==> src/rtl/uart_tx_buffered.sv <==
// Buffered 8N1 UART transmitter: a power-of-two byte FIFO feeding a four-state serializer.
// RsTx and sent are registered, so they trail the FSM state by exactly one cycle.
module uart_tx_buffered #(
    parameter int CLOCK_FREQ = 100_000_000,
    parameter int BAUD_RATE  = 9600,
    parameter int FIFO_DEPTH = 16
) (
    input  logic       clk,
    input  logic       rst,
    input  logic [7:0] data_in,
    input  logic       wr_en,
    output logic       full,
    output logic       empty,
    output logic       overflow,
    output logic       RsTx,
    output logic       sending,
    output logic       sent
);

    localparam int BIT_TICKS = CLOCK_FREQ / BAUD_RATE;
    localparam int CW        = (BIT_TICKS > 1) ? $clog2(BIT_TICKS) : 1;
    localparam int AW        = (FIFO_DEPTH > 1) ? $clog2(FIFO_DEPTH) : 1;

    localparam logic [CW-1:0] TICK_LAST = CW'(BIT_TICKS - 1);
    localparam logic [AW:0]   DEPTH_C   = (AW + 1)'(FIFO_DEPTH);

    typedef enum logic [1:0] {IDLE, START, DATA, STOP} state_t;

    state_t        state_q;
    logic [7:0]    mem_q [FIFO_DEPTH];
    logic [AW-1:0] wr_ptr_q;
    logic [AW-1:0] rd_ptr_q;
    logic [AW:0]   count_q;
    logic [AW:0]   count_d;
    logic [CW-1:0] baud_q;
    logic [2:0]    bit_idx_q;
    logic [7:0]    shift_q;
    logic          tx_q;
    logic          stop_done_q;
    logic          sent_q;
    logic          overflow_q;
    logic          push;
    logic          pop;
    logic          drop;
    logic          bit_done;

    assign full     = (count_q == DEPTH_C);
    assign empty    = (count_q == '0);
    assign push     = wr_en && !full;
    assign drop     = wr_en && full;
    assign pop      = (state_q == IDLE) && !empty;
    assign bit_done = (baud_q == TICK_LAST);

    assign overflow = overflow_q;
    assign RsTx     = tx_q;
    assign sending  = (state_q != IDLE);
    assign sent     = sent_q;

    always_comb begin
        count_d = count_q;
        if (push && !pop) begin
            count_d = count_q + 1'b1;
        end else if (pop && !push) begin
            count_d = count_q - 1'b1;
        end
    end

    // Storage is not reset: only pointers and count define what is valid.
    always_ff @(posedge clk) begin
        if (push) begin
            mem_q[wr_ptr_q] <= data_in;
        end
    end

    always_ff @(posedge clk or posedge rst) begin
        if (rst) begin
            wr_ptr_q   <= '0;
            rd_ptr_q   <= '0;
            count_q    <= '0;
            overflow_q <= 1'b0;
        end else begin
            if (push) begin
                wr_ptr_q <= wr_ptr_q + 1'b1;
            end
            if (pop) begin
                rd_ptr_q <= rd_ptr_q + 1'b1;
            end
            count_q <= count_d;
            if (drop) begin
                overflow_q <= 1'b1;
            end
        end
    end

    always_ff @(posedge clk or posedge rst) begin
        if (rst) begin
            state_q     <= IDLE;
            baud_q      <= '0;
            bit_idx_q   <= 3'd0;
            shift_q     <= 8'd0;
            tx_q        <= 1'b1;
            stop_done_q <= 1'b0;
            sent_q      <= 1'b0;
        end else begin
            sent_q      <= stop_done_q;
            stop_done_q <= 1'b0;
            case (state_q)
                IDLE: begin
                    tx_q   <= 1'b1;
                    baud_q <= '0;
                    if (pop) begin
                        shift_q <= mem_q[rd_ptr_q];
                        state_q <= START;
                    end
                end
                START: begin
                    tx_q <= 1'b0;
                    if (bit_done) begin
                        baud_q  <= '0;
                        state_q <= DATA;
                    end else begin
                        baud_q <= baud_q + 1'b1;
                    end
                end
                DATA: begin
                    tx_q <= shift_q[0];
                    if (bit_done) begin
                        baud_q    <= '0;
                        shift_q   <= {1'b0, shift_q[7:1]};
                        bit_idx_q <= bit_idx_q + 3'd1;
                        if (bit_idx_q == 3'd7) begin
                            state_q <= STOP;
                        end
                    end else begin
                        baud_q <= baud_q + 1'b1;
                    end
                end
                STOP: begin
                    tx_q <= 1'b1;
                    if (bit_done) begin
                        baud_q      <= '0;
                        state_q     <= IDLE;
                        stop_done_q <= 1'b1;
                    end else begin
                        baud_q <= baud_q + 1'b1;
                    end
                end
                default: begin
                    state_q <= IDLE;
                end
            endcase
        end
    end

endmodule

==> config.mk <==
export PLATFORM = sky130hd
export DESIGN_NAME = uart_tx_buffered
export DESIGN_NICKNAME = d
export VERILOG_FILES = /design/src/rtl/uart_tx_buffered.sv
export SDC_FILE = /design/constraint.sdc
export NUM_CORES = 1
export LEC_CHECK = 0
export CAP_MARGIN = 30
export CORE_ASPECT_RATIO = 1.75
export CORE_MARGIN = 2
export CORE_UTILIZATION = 55
export CTS_BUF_LIST = sky130_fd_sc_hd__clkbuf_2
export DETAILED_ROUTE_END_ITERATION = 6
export PLACE_DENSITY = 0.69
export SETUP_SLACK_MARGIN = 0.1
export SLEW_MARGIN = 20
export SYNTH_ARGS = -nofsm -noshare
export SYNTH_HDL_FRONTEND = slang
export SYNTH_SLANG_ARGS = --single-unit
==> constraint.sdc <==
create_clock -name clk -period 5.2 [get_ports clk]
set_input_delay 1.04 -clock clk [delete_from_list [all_inputs] [get_ports clk]]
set_output_delay 1.04 -clock clk [all_outputs]
set_load 0.01 [all_outputs]
# After elaboration in Yosys (flattened, before gate mapping)
# Memory sizes are Yosys's and may differ from the RTL's.
# Cells that the tools add are included.
[classes]
n_reduce_logical = 19
eq_ne = 11
mux = 18
addsub = 6
[op_table]
columns = ["operator", "count"]
rows = [
  ["case mux 14 bit (2 select lines)", 1],
  ["two-way mux 8 bit", 2],
  ["case mux 8 bit (2 select lines)", 1],
  ["adder 14 x 1 -> 14 bit, second input constant", 1],
  ["== test 14 bit, second input constant", 1],
  ["two-way mux 14 bit", 1],
  ["two-way mux 2 bit", 5],
  ["two-way mux 5 bit", 2],
  ["!= test 2 bit, second input constant", 5],
  ["adder 4 x 1 -> 4 bit, second input constant", 2],
  ["case mux 2 bit (4 select lines)", 1],
  ["nonzero test 2 bit", 3],
  ["adder 5 x 1 -> 5 bit, second input constant", 1],
  ["== test 5 bit, second input constant", 1],
  ["logical AND 1 bit", 5],
  ["logical NOT 5 bit", 1],
  ["AND reduction 5 bit", 1],
  ["subtractor 5 x 1 -> 5 bit, second input constant", 1],
  ["== test 2 bit, second input constant", 2],
  ["logical NOT 1 bit", 4],
  ["two-way mux 1 bit", 4],
  ["adder 3 x 1 -> 3 bit, second input constant", 1],
  ["== test 3 bit, second input constant", 1],
  ["case mux 1 bit (3 select lines)", 1],
  ["other kinds (6)", 6],
]
[word_totals]
mem_count = 1
regBits = 44
inputBits = 11
mem_bits_rw = 128
word_cells = 66
output_inout_bits = 6
[mem_list]
columns = ["memory", "depth", "word_bits", "rd", "rd_clocked_by_memory_dff", "wr", "line_no", "source"]
rows = [
  ["mem_q", 16, 8, 1, 0, 1, "30", "logic [7:0] mem_q [FIFO_DEPTH];"],
]

# Depth between registers and ports, before layout
# Gate-level depths: netlist (run 1).
[logic_depth]
word_depth = 7
mapped_depth = 13
ltp_nobuf = 13

# Worst setup path after synthesis (run 1)
# Ideal clock, no wire load.
[synth_path]
kind = "input to register"
startpoint = "input wr_en"
endpoint = "register count_q[4]"
t_required_ns = 5.077
setup_ns = 0.123
t_arrival_ns = 2.752
stages = 10
setup_slack_ns = 2.325
path_cell_list = "nor2b_1 > clkbuf_1 > ha_1 > inv_1 > fa_1 > a21o_1 > a21oi_1 > xnor2_1 > nor2_1 > xnor2_1"
[synth_between]
elab_chain_cells = 4
word_cells_on_any_way = 6
[synth_lines]
columns = ["item", "line_no", "source"]
rows = [
  ["start: declaration", "11", "input logic wr_en,"],
  ["logical AND 1 bit *", "49", "assign push = wr_en && !full;"],
  ["via push", "42", "logic push;"],
  ["logical NOT 1 bit", "63", "end else if (pop && !push) begin"],
  ["logical AND 1 bit", "63", ""],
  ["nonzero test 2 bit (no source line)", "--", ""],
  ["end signal: assignment", "88", "count_q <= count_d;"],
  ["end: declaration", "33", "logic [AW:0] count_q;"],
]
# Mark *: on every way through the listed nets, which the timed path passes. The rest lies on a longest branch.
# A chain may end at the register's enable or synchronous reset.

# Final worst setup path (run 1)
[layout_path]
startpoint = "register count_q[0]"
endpoint = "output empty"
[layout_between]
elab_chain_cells = 1
[layout_lines]
columns = ["item", "line_no", "source"]
rows = [
  ["logical NOT 5 bit", "48", "assign empty = (count_q == '0);"],
  ["end: declaration", "13", "output logic empty,"],
]
# Every way passes these cells.

==> key figures, run 1 <==
Outcome
  – Status: completed

Yosys
  – Top cells by count, synth: edfxtp_1, dfrtp_1, nor2_1
  – Synthesized area: 7137 sq um
  – Yosys cell types: 45
  – Post-synthesis cell count: 432
  – Top_reg_cell synth: edfxtp_1
  – Async set or reset register ratio after synthesis: 0.2558
  – Yosys top cell by area: edfxtp_1
  – Main area contributors after synthesis: edfxtp_1, dfrtp_1, mux4_2
  – Area share of the largest cell type after synthesis: 0.5386
  – Register area share after synthesis: 0.6930
  – Post-synth net total: 461
  – Top-count cell post-synth: edfxtp_1
  – Number of synthesized flops with an enable pin: 128
  – Synthesis warning total: 0
  – Yosys reg bits: 172
  – Mapped Avg Cell Area: 16.52 sq um

Die
  – Core Area: 12800 sq um
  – Die area: 13940 sq um
  – # IOs: 17
  – Initial Util: 0.5576
  – Die extent in x: 90.11 um
  – Die span in y: 154.7 um
  – # rows: 55

Pwr
  – Power Density: 513.3 nW/um^2
  – P_leak: 2.789 nW
  – Peak VDD IR: 223.4 uV

Clock network
  – CTS resizes: 0
  – Hold_buf cts: 0
  – CTS clk-pin slew, worst paths: 280 ps
  – CTS root buffer: clkbuf_2
  – CTS tree: done
  – H-tree levels: 4
  – Max clock buf depth: 2
  – Worst-skew pair later-pin latency: 730 ps
  – TritonCTS buffer count: 17
  – Setup bufs post-CTS: 0
  – Clock sinks: 172

Timing
  – Pin slew with the least headroom to its limit: 951.2 ps
  – Slew Viols, Final: 0
  – Max Clock Skew: 45.57 ps
  – Fmax: 267.7 MHz
  – RSZ-0062 raised after global routing: false
  – Fin crit period: 3735 ps
  – Final period util: 0.7183
  – Setup_tns: 0 ps
  – Setup-failing EPs final: 0
  – Final hold slack: 393.9 ps
  – Max-slew headroom: 0.3659
  – Fin. Hold Viols: 0

Detailed routing
  – Total Wirelength: 13.29 mm
  – Detail Route Antenna Nets: 0
  – Drt wl/cell: 20.77 um
  – DRT iter0 DRCs: 196
  – DR pass1 iterations: 4
  – Drt via density: 5.781
  – Via count: 3700
  – DRC viols: 0

Final layout
  – Layout cell share with drive strength beyond 1: 0.1581
  – Area Growth Syn to Fin: 9.046%
  – Fillers: 972
  – Final net count: 484

Place
  – GP Congestion: 0.8223
  – Port bufs: 16
  – Final HPWL DP: 9.239 mm

Critical path
  – CP Max Fanout: 4
  – Setup CP Type: flip-flop to primary output
  – Critical Path AT: 2700 ps
  – CP endpoint kind: primary output
  – Type of origin of the critical path: flip-flop
  – CP required: 4160 ps

Worst hold path
  – Min-delay worst type: flip-flop to flip-flop

Global routing
  – First-pass GRT wire length: 21.02 mm
  – Gr busiest metal: met2
  – Antenna violations before repair: 1
  – Largest net degree at the start of global routing: 45
  – Met2 GRT Util: 0.3788
  – Overall routing resource usage: 0.2037
  – M1 GR Usage: 0.2289
  – Global route overflow: 0
  – M3 GR Usage: 0.04189
  – Vias in the first global route: 3790

Job
  – Max cap viols: 0
critical path, cell delays in order (launching register included):
cell and delay [ps]:
dfrtp_1 500, nor4_1 620, and2_1 310, clkdlybuf4s50_1 560
report_power, final:
group	leakage, nW	total (mW)	switching, mW	internal (mW)
Clock	0.163	0.735	0.522	0.213
Sequential	1.71	1.88	0.172	1.71
Combinational	0.921	1.38	0.733	0.650
Total	2.79	3.99	1.43	2.57
worst paths after layout:
check / from / to / slack, ps / depth (start not counted)
hold / removal: stop_done_q / sent / 390 / 0
setup / recovery: count_q[0] / empty / 1460 / 3
hold reg to reg: stop_done_q / sent / 390 / 0
max in group asynchronous: rst / RsTx / 4170 / 3
setup reg to reg: count_q[0] / count_q[4] / 2050 / 12
min in group asynchronous: rst / count_q[0] / 520 / 2
stage by stage:
| step | cells | cell area [sq um] | util | setup WS (ps) | power [mW] |
|---|---|---|---|---|---|
| after detailed placement | 606 | 7482 | 0.5846 | 1454 | 3.298 |
| final | 640 | 7782 | 0.6080 | 1465 | 3.994 |
| after global routing | 640 | 7782 | 0.6080 | 1170 | 4.240 |
| after floorplan | 432 | 7137 | - | 2325 | 2.902 |
| after CTS | 638 | 7755 | 0.6059 | 1324 | 4.025 |
| after global placement | 601 | 7412 | 0.5791 | 1502 | 3.193 |
layout by cell type (no fill, tap or decap), types with 2 or more instances in the layout:
cell / n
edfxtp_1: 128
dfrtp_1: 42
nor2_1: 33
a21oi_1: 25
mux4_2: 24
nand2_1: 22
ha_1: 17
clkbuf_2: 17
clkdlybuf4s50_1: 16
inv_1: 13
xnor2_1: 13
a22oi_1: 10
xor2_1: 8
mux2i_1: 8
mux4_1: 7
o21ai_0: 6
inv_6: 6
and2_1: 5
nor3_1: 5
nand4_1: 5
inv_8: 5
mux2_2: 4
nor2b_1: 4
and4_1: 3
a21o_1: 3
nand2b_1: 3
or3_1: 3
clkinv_8: 3
buf_2: 3
a31oi_1: 2
and3_1: 2
nand3_1: 2
buf_16: 2
state kept, by name, indices dropped and copies added (netlist names), 2 cells and up:
register,cells
shift_q,8
baud_q,14
mem_q,128
wr_ptr_q,4
rd_ptr_q,4
state_q,2
bit_idx_q,3
count_q,5
routing by layer:
metal	part of all wire	vias to the layer above
met1	0.37	1912
met5	0	-
met2	0.56	77
met3	0.042	18
met4	0.026	0
li1	-	1693
logic make-up after synthesis:
| logic type | synth area share |
|---|---|
| AO/OA/AOI/OAI | 0.04523 |
| XOR/XNOR | 0.02577 |
| adder cells (fa/ha/maj) | 0.03261 |
| buffers and inverters | 0.02244 |
| flip-flops | 0.6930 |
| multiplexers | 0.1190 |
| AND/OR/NAND/NOR | 0.06189 |
layout make-up:
| type | instances | area (sq um) | share of cell area |
|---|---|---|---|
| Antenna cell | 1 | 2.502 | 0.0003215 |
| Clock buffer | 17 | 85.08 | 0.01093 |
| Clock inverter | 15 | 187.7 | 0.02412 |
| Inverter | 14 | 52.55 | 0.006752 |
| Multi-Input combinational cell | 227 | 2036 | 0.2616 |
| Sequential cell | 172 | 4947 | 0.6357 |
| Tap cell | 171 | 214.0 | 0.02749 |
| Timing Repair Buffer | 23 | 257.7 | 0.03312 |
Power figures use the tool's default switching activity.
==> run 2: changes to the inputs <==
==> constraint.sdc (replaced) <==
create_clock -name clk -period 3.8 [get_ports clk]
set_input_delay 0.76 -clock clk [delete_from_list [all_inputs] [get_ports clk]]
set_output_delay 0.76 -clock clk [all_outputs]
set_load 0.01 [all_outputs]
==> run 2 against run 1 <==
Sequential power is 39% higher. Global-route usage down 0.36 points. Cell count up 1.6%. Critical path depth unchanged. First-iteration DRC count is 29% higher. Non-clock buffer count up 10. Flip-flop and latch count unchanged. Wire length decreased by 1.3%. Cell area grew 0.56%. Power rose by 36%. Register-to-register slack worse by 1100 ps. Die area did not move. Highest routed layer unchanged.
==> key figures, run 2 (synthesized netlist as in run 1, its figures left out) <==
Timing
  – Final period util: 0.8533
  – Fin crit period: 3243 ps
  – Pin slew with the least headroom to its limit: 923.5 ps (-27.68 ps)
  – Max-slew headroom: 0.3844 (+0.01846)
  – Slew Viols, Final: 0 (unchanged)
  – RSZ-0062 raised after global routing: false
  – Fin. Hold Viols: 0 (unchanged)
  – Setup-failing EPs final: 0 (unchanged)
  – Fmax: 308.4 MHz
  – Setup_tns: 0 ps (unchanged)
  – Max Clock Skew: 43.34 ps (-2.234 ps)

Die
  – Initial Util: 0.5576 (unchanged)
  – Die span in y: 154.7 um (unchanged)
  – Die extent in x: 90.11 um (unchanged)
  – # rows: 55 (unchanged)
  – Core Area: 12800 sq um (unchanged)
  – # IOs: 17 (unchanged)
  – Die area: 13940 sq um (unchanged)

Clock network
  – Clock sinks: 172 (unchanged)
  – Hold_buf cts: 0 (unchanged)
  – CTS resizes: 0 (unchanged)
  – CTS root buffer: clkbuf_2
  – CTS tree: done
  – H-tree levels: 4 (unchanged)
  – CTS clk-pin slew, worst paths: 270 ps (about the same)
  – Worst-skew pair later-pin latency: 700 ps (-30 ps)
  – TritonCTS buffer count: 17 (unchanged)
  – Max clock buf depth: 2 (unchanged)
  – Setup bufs post-CTS: 0 (unchanged)

Global routing
  – Vias in the first global route: 3745 (-1.2%)
  – Largest net degree at the start of global routing: 45 (unchanged)
  – Global route overflow: 0 (unchanged)
  – First-pass GRT wire length: 20.54 mm (-2.3%)
  – Overall routing resource usage: 0.2001 (-0.003627)
  – Antenna violations before repair: 1 (unchanged)

Place
  – GP Congestion: 0.8017 (-2.5%)
  – DP Cell Count: 616 (+1.7%)
  – Final HPWL DP: 8.844 mm (-4.3%)
  – DP Area: 7525 sq um (+0.57%)
  – Port bufs: 16 (unchanged)

Critical path
  – Slowest cell on crit path: clkdlybuf4s50_1
  – CP endpoint kind: primary output
  – Worst R2R Setup Slack: 910 ps (-1140 ps)
  – Crit path from: count_q[0]
  – CP required: 3040 ps (-1120 ps)
  – Type of origin of the critical path: flip-flop
  – CP Max Fanout: 4 (unchanged)
  – CP Cell Sequence: nor4_1 -> and2_1 -> clkdlybuf4s50_1
  – Critical Path AT: 2480 ps (-220 ps)
  – Max stage delay on crit path: 570 ps (-50 ps)
  – Total stage count of the critical path: 3 (unchanged)
  – Delay-heaviest family, CP: simple AND/OR/NAND/NOR gates
  – Crit path buf inv count: 1 (unchanged)
  – Reg2reg path depth: 12 (unchanged)
  – Reg-to-Reg End: count_q[4]
  – Setup crit end: empty
  – Setup CP Type: flip-flop to primary output
  – Worst R2R Start: count_q[0]

Detailed routing
  – Drt via density: 5.711 (-1.2%)
  – DR pass1 iterations: 4 (unchanged)
  – DRC viols: 0 (unchanged)
  – Drt wl/cell: 20.18 um (-2.8%)
  – Total Wirelength: 13.12 mm (-1.3%)
  – DRT iter0 DRCs: 252 (+29%)
  – Via count: 3712 (+0.32%)
  – Detail Route Antenna Nets: 0 (unchanged)

Final layout
  – Final net count: 494 (+2.1%)
  – Post-route cell area: 7826 sq um (+0.56%)
  – Largest register by flop count: mem_q
  – Fin cells: 650 (+1.6%)
  – Max FFs per register: 128 (unchanged)
  – Largest registers: mem_q x128, baud_q x14, shift_q x8
  – Area Growth Syn to Fin: 9.660%
  – Layout cell share with drive strength beyond 1: 0.1736 (+0.01552)
  – Commonest non-fill, non-tap cell in the layout: edfxtp_1
  – Most frequent cells in the layout: edfxtp_1, dfrtp_1, nor2_1

Pwr
  – Power Density: 692.8 nW/um^2 (+35%)
  – Power, Total: 5.422 mW (+36%)
  – P_leak: 2.824 nW (+1.2%)
  – Peak VDD IR: 473.4 uV (+110%)

Worst hold path
  – Min-delay worst type: input pin to async pin

Job
  – Max cap viols: 0 (unchanged)

Outcome
  – Status: completed
-- run 2: cell count changes in the layout (fill, tap and decap cells not counted), sizes merged --
cell,change
clkinvlp,+1
buf,+10
clkinv,+1
inv,-2
-- run 2: worst register-to-register path, stage by stage (launching register included) --
cell and delay, ps:
dfrtp_1 500, nor4_1 500, and2_1 250, nor2_1 90, inv_1 110, ha_1 190
inv_1 100, fa_1 420, a21o_1 190, a21oi_1 160, xnor2_1 130, nor2_1 70
xnor2_1 130
-- run 2: through the flow --
step           hold slack (ps)  worst slack [ps]  utilization
2_1_floorplan            331.2              1168            -
3_3_place_gp             338.4             763.9       0.5879
3_5_place_dp             362.2             760.8       0.5879
4_1_cts                  414.0             476.5       0.6097
5_1_grt                  193.6             333.8       0.6114
6_report                 268.3             557.3       0.6114
-- run 2: where the power goes --
part	total, mW	switching (mW)	internal (mW)
sequential	2.61	0.275	2.33
combinational	1.80	0.940	0.860
clock	1.02	0.724	0.292
total	5.42	1.94	3.48
-- run 2: worst min path at each step --
stage | from | end | slack, ps | depth (start not counted)
2_1_floorplan | stop_done_q | sent | 330 | 0
3_3_place_gp | stop_done_q | sent | 340 | 0
3_5_place_dp | stop_done_q | sent | 360 | 0
4_1_cts | stop_done_q | sent | 410 | 0
5_1_grt | rst | rd_ptr_q[0] | 190 | 2
6_report | rst | rd_ptr_q[0] | 270 | 2
-- run 2: cell type report --
class / count / area [sq um]
Antenna cell: 1 / 2.502
Clock buffer: 17 / 85.08
Clock inverter: 15 / 193.9
Fill cell: 985 / 4974
Inverter: 14 / 52.55
Multi-Input combinational cell: 227 / 2031
Sequential cell: 172 / 4947
Tap cell: 171 / 214.0
Timing Repair Buffer: 33 / 300.3
-- run 2: per-layer routing --
layer / vias to the layer above / share of wire / GRT usage
li1: 1721 / - / -
met1: 1907 / 0.37 / 0.2230
met2: 73 / 0.58 / 0.3806
met3: 11 / 0.031 / 0.03556
met4: 0 / 0.017 / 0.07033
met5: - / 0 / 0
